### src/rtl/neopixel_frame_ctrl.sv
// rtl/neopixel_frame_ctrl.sv - double-buffered NeoPixel frame store and refresh scheduler
// Optional: NEOPIXEL_FRAME_CTRL_BRIGHTNESS_EN adds i_brightness scaling on the o_tx_data read path.
module neopixel_frame_ctrl #(
   parameter int NUM_PIXELS   = 8,
   parameter int FRAME_CYCLES = 450000,
   parameter int CNT_W        = 20
) (
   input  logic        i_clk,
   input  logic        i_reset,
   input  logic        i_enable,
   input  logic        i_wr_en,
   input  logic [7:0]  i_wr_addr,
   input  logic [23:0] i_wr_data,
   input  logic        i_commit,
`ifdef NEOPIXEL_FRAME_CTRL_BRIGHTNESS_EN
   input  logic [7:0]  i_brightness,
`endif
   output logic        o_wr_ready,
   output logic        o_commit_pending,
   output logic        o_tx_start,
   input  logic [7:0]  i_tx_addr,
   output logic [23:0] o_tx_data
);
   localparam int AW = (NUM_PIXELS > 1) ? $clog2(NUM_PIXELS) : 1;
   localparam logic [8:0]       NP       = 9'(NUM_PIXELS);
   localparam logic [7:0]       IDX_LAST = 8'(NUM_PIXELS - 1);
   localparam logic [CNT_W-1:0] CNT_LAST = CNT_W'(FRAME_CYCLES - 1);

   localparam logic [2:0] S_CLEAR = 3'd0;
   localparam logic [2:0] S_IDLE  = 3'd1;
   localparam logic [2:0] S_WAIT  = 3'd2;
   localparam logic [2:0] S_START = 3'd3;
   localparam logic [2:0] S_COPY  = 3'd4;

   logic [2:0]       state;
   logic             front_sel;
   logic [CNT_W-1:0] frame_cnt;
   logic [7:0]       idx;
   logic [23:0]      mem [2][NUM_PIXELS];
   logic             wr_hit;
   logic [23:0]      raw_px;

   assign o_wr_ready = (state == S_IDLE) || (state == S_WAIT);
   assign o_tx_start = (state == S_START);
   assign wr_hit     = o_wr_ready && i_wr_en && ({1'b0, i_wr_addr} < NP);

   always_ff @(posedge i_clk) begin
      if (i_reset) begin
         state            <= S_CLEAR;
         front_sel        <= 1'b0;
         frame_cnt        <= '0;
         idx              <= '0;
         o_commit_pending <= 1'b0;
      end else begin
         if (o_wr_ready && i_commit)
            o_commit_pending <= 1'b1;
         case (state)
            S_CLEAR: begin
               idx <= idx + 8'd1;
               if (idx == IDX_LAST) begin
                  idx   <= '0;
                  state <= S_IDLE;
               end
            end
            S_IDLE: begin
               frame_cnt <= '0;
               if (i_enable)
                  state <= S_START;
            end
            S_WAIT: begin
               frame_cnt <= frame_cnt + 1'b1;
               if (!i_enable) begin
                  state     <= S_IDLE;
                  frame_cnt <= '0;
               end else if (frame_cnt == CNT_LAST) begin
                  state <= S_START;
               end
            end
            S_START: begin
               // Counter restarts at 1 so the next pulse lands exactly FRAME_CYCLES later.
               frame_cnt <= CNT_W'(1);
               idx       <= '0;
               if (o_commit_pending) begin
                  front_sel        <= ~front_sel;
                  o_commit_pending <= 1'b0;
                  state            <= S_COPY;
               end else begin
                  state <= S_WAIT;
               end
            end
            S_COPY: begin
               frame_cnt <= frame_cnt + 1'b1;
               idx       <= idx + 8'd1;
               if (idx == IDX_LAST) begin
                  idx   <= '0;
                  state <= S_WAIT;
               end
            end
            default: begin
               state <= S_CLEAR;
               idx   <= '0;
            end
         endcase
      end
   end

   // Host writes are only possible in IDLE/WAIT, so they never collide with clear or copy.
   always_ff @(posedge i_clk) begin
      if (state == S_CLEAR) begin
         mem[0][idx[AW-1:0]] <= '0;
         mem[1][idx[AW-1:0]] <= '0;
      end else if (state == S_COPY) begin
         mem[~front_sel][idx[AW-1:0]] <= mem[front_sel][idx[AW-1:0]];
      end else if (wr_hit) begin
         mem[~front_sel][i_wr_addr[AW-1:0]] <= i_wr_data;
      end
   end

   assign raw_px = ({1'b0, i_tx_addr} < NP) ? mem[front_sel][i_tx_addr[AW-1:0]] : 24'h0;

`ifdef NEOPIXEL_FRAME_CTRL_BRIGHTNESS_EN
   function automatic logic [7:0] scale_ch(input logic [7:0] ch, input logic [7:0] br);
      logic [15:0] prod;
      prod = {8'h0, ch} * ({8'h0, br} + 16'd1);
      return 8'(prod >> 8);
   endfunction

   assign o_tx_data = {scale_ch(raw_px[23:16], i_brightness),
                       scale_ch(raw_px[15:8],  i_brightness),
                       scale_ch(raw_px[7:0],   i_brightness)};
`else
   assign o_tx_data = raw_px;
`endif
endmodule

### config.mk
export PLATFORM = sky130hd
export DESIGN_NAME = neopixel_frame_ctrl
export DESIGN_NICKNAME = d
export VERILOG_FILES = /design/src/rtl/neopixel_frame_ctrl.sv
export SDC_FILE = /design/constraint.sdc
export NUM_CORES = 1
export LEC_CHECK = 0
export CAP_MARGIN = 20
export CELL_PAD_IN_SITES_DETAIL_PLACEMENT = 0
export CELL_PAD_IN_SITES_GLOBAL_PLACEMENT = 1
export CORE_MARGIN = 10
export CORE_UTILIZATION = 50
export CTS_BUF_LIST = sky130_fd_sc_hd__clkbuf_8
export CTS_CLUSTER_DIAMETER = 50
export DETAILED_ROUTE_END_ITERATION = 10
export PLACE_DENSITY_LB_ADDON = 0.1
export SETUP_SLACK_MARGIN = 0.1
export SLEW_MARGIN = 20
export SYNTH_ARGS = -nofsm -noshare
export SYNTH_HDL_FRONTEND = slang
export SYNTH_SLANG_ARGS = --single-unit
### constraint.sdc
create_clock -name i_clk -period 3.3 [get_ports i_clk]
set_input_delay 0.495 -clock i_clk [delete_from_list [all_inputs] [get_ports i_clk]]
set_output_delay 0.495 -clock i_clk [all_outputs]
set_load 0.02 [all_outputs]
==> results.md <==
- Status: finished clean
- Global-route wire length before repair: 121000 µm
- Seq/Total Area, Yosys: 54.4%
- Synthesis-to-finish area growth: 17.6%
- Final setup viols: 0
- Grt total ovfl: 0
- Compound-Gate Fraction of Synth Area: 16.6%
- Largest family of logic cells by synthesized area: compound AO/OA/AOI/OAI gates
- R2R Path End: mem[0][187]
- Critical path's top delay family: buffers and inverters
- Die W: 232 µm
- Post-route minimum period: 3210 ps
- Syn Nets: 1831
- Internal reg-to-reg setup slack: 430 ps
- Clk Tree Root Cell: clkbuf_8
- Synth Area in XOR/XNOR: 0.664%
- Hold path startpoint: i_commit
- Setup WS pre-CTS: -92.1 ps
- Antenna violations before repair: 0
- Largest net degree at the start of global routing: 49
- Worst-Margin Slew: 836 ps
- TritonCTS clock tree: built
- WP buf/inv: 3
- F_max: 312 MHz
- M1 WL: 32000 µm
- Starting Density: 50.6%
- Critical Path RT: 2800 ps
- Reg2reg start: idx[1]
- WL met3: 11600 µm
- Max-capacitance violation count: 0
- Post-Synth Simple-Gate Area: 7.67%
- Routed wire length: 84600 µm
- Placed Cells: 2396
- Max IR drop VDD: 0.000273 V
- Mean post-synth cell area: 12.6 µm²
- Unrepaired setup endpoints after global routing: yes
- Crit path DAT: 2710 ps
- Num ports: 72
- Cell Area, Synth: 22400 µm²
- Top Layer Used: met4
- Hold_ws: 459 ps
- Net count, final: 1953
- Crit. End Element: primary output
- R2R depth: 5
- Via-per-instance ratio: 7.22
- CTS Buf Count: 73
- Total Power: 0.0123 W
- Post-synthesis mux area share: 16.5%
- Buffers added on ports: 71
- Final Max Slew Viols: 0
- Hold Path Cell Cnt: 3
- Primary FF master, synth: edfxtp_1
- Later-pin clock latency in the skew report: 630 ps
- Die Y: 232 µm
- Leakage: 8.47 nW
- DP HPWL: 46900 µm
- Clk sinks: 418
- CP max FO: 8
- Antenna Cells: 0
- Endpoints failing hold: 0
- Post-route antenna net violation count: 0
- Crit Path Category: reg2out
- Global Route Usage Sum: 30.7%
- RePlAce Congestion: 0.822
- Final core occ: 59.6%
- Crit start category: register
- Async SR Flop Fraction: 0%
- Min-Delay Path Class: in2reg
- CP cell instances: buf_12 -> bufbuf_16 -> mux4_2 -> nor2b_1 -> a31oi_1 -> o22ai_1 -> buf_2
- Worst slew margin: 44.3%
- Vias in the first global route: 17974
- Synth warn: 0
- Layout cells sized above 1: 21.0%
- Commonest non-fill, non-tap cell in the layout: o22ai_1
- CTS Hold Bufs: 0
- Yosys cell types: 58
- TritonRoute pass-1 iters: 7
- H-tree depth: 3
- Commonest cells after routing, fill and taps aside: o22ai_1 (496), edfxtp_1 (384), mux2i_1 (203), buf_4 (123), nand2_1 (102)
- Clock Skews: 30.1 ps
- Final worst slack: 90.2 ps
- Via count: 18383
- Number of synthesized flops with an enable pin: 384
- Bufs on Longest Clock Path: 3
- Core Box Area: 44300 µm²
- Adder-cell area share of the yosys netlist: 0.112%
- #FFs+latches synth: 418
- Post-DR wirelength/cell: 33.2 µm
- Fin cells: 2546
- Cell count after synthesis: 1784
- DR DRC count: 0
- Tcrit/Tclk final: 97.3%
- Pwr per Cell Area: 467 nW/µm²
- Slowest-stage cell, CP: mux4_2
- Largest stage delay, worst path: 510 ps
- Placement Rows: 77
- Die ar.: 53700 µm²
- Clock transition at path regs: 60 ps
- WHS Endpoint: o_commit_pending
- Met2 Routed Length: 37100 µm
- Initial DRC Count: 2895
power by group:
| group | switching, W | total (W) | internal [W] |
|---|---|---|---|
| combinational | 0.00117 | 0.00187 | 0.000701 |
| sequential | 0.000104 | 0.00609 | 0.00598 |
| clock | 0.00214 | 0.00436 | 0.00223 |
| total | 0.00341 | 0.0123 | 0.00891 |
registers in the layout, indices dropped and copies added (netlist names), named ones only:
signal	cells
mem	384
front_sel	1
frame_cnt	20
idx	8
o_commit_pending	1
state	3
synthesized netlist by cell type, types with 10 or more instances:
| master | count | area share [%] |
|---|---|---|
| a211o_1 | 13 | 0.51 |
| a21oi_1 | 14 | 0.31 |
| a31oi_1 | 17 | 0.47 |
| buf_2 | 67 | 1.5 |
| buf_4 | 11 | 0.37 |
| clkbuf_1 | 103 | 1.7 |
| dfxtp_1 | 34 | 3.0 |
| edfxtp_1 | 384 | 51 |
| mux2i_1 | 209 | 9.3 |
| mux4_2 | 71 | 7.1 |
| nand2_1 | 108 | 1.8 |
| nand2b_1 | 19 | 0.53 |
| nand3_1 | 11 | 0.25 |
| nand4_1 | 10 | 0.28 |
| nor2_1 | 41 | 0.69 |
| nor2b_1 | 18 | 0.50 |
| nor4_4 | 21 | 2.0 |
| o21ai_0 | 11 | 0.25 |
| o21ai_1 | 12 | 0.27 |
| o22ai_1 | 497 | 14 |
| xor2_1 | 11 | 0.43 |
routing by layer:
layer  vias to the layer above  track usage (%)
li1                       7594                -
met1                      9077             41.3
met2                      1428             45.6
met3                       284             8.48
met4                         0             13.9
met5                         -                0
kinds of logic (layout without fill, tap and decap cells):
group,Yosys count,in the layout
xor gates and xnor gates,17,17
adders and majority gates,2,2
muxes,281,281
AOI/OAI and AO/OA,589,589
DFF,418,418
and+or+nand+nor,278,278
buffers and inverters,199,369
repair_timing:
item | in CTS | in global routing
gates cloned | 5 | 1
pin swaps | 0 | 0
setup buffers | 15 | 6
gates resized for setup | 74 | 21
setup endpoints to repair | 24 | 14
tightest hold or removal path, cell delays in order:
cell and delay (ps):
clkdlybuf4s50_1 390, nand3b_1 80, a21oi_1 60
final cells by class:
| cell class | count | area (µm²) |
|---|---|---|
| fillers | 3654 | 17900 |
| flip-flops and latches | 418 | 12200 |
| multi-input cells | 1167 | 9560 |
| repair buffers | 240 | 2570 |
| clock buffers | 81 | 1110 |
| well taps | 592 | 741 |
| clock inverters | 42 | 166 |
| inverters | 6 | 22.5 |
metrics by stage:
| stage | area, µm² | TNS, ps |
|---|---|---|
| global placement | 24700 | -556 |
| finish | 26400 | 0 |
| detailed placement | 24700 | -483 |
| CTS | 26300 | 0 |
| floorplan | 22400 | 0 |
| global route | 26400 | 0 |
worst max path at each step:
stage                       from             to  slack [ps]  cells after the start
global placement    i_tx_addr[6]  o_tx_data[22]        -100                      6
detailed placement  i_tx_addr[6]  o_tx_data[23]         -90                      6
global route            register  o_tx_data[23]          80                      7
CTS                     register   o_tx_data[0]          10                      6
floorplan               state[0]     mem[0][72]         220                      7
finish                  register  o_tx_data[23]          90                      7
Note: power is estimated with default switching activity, not from simulation.
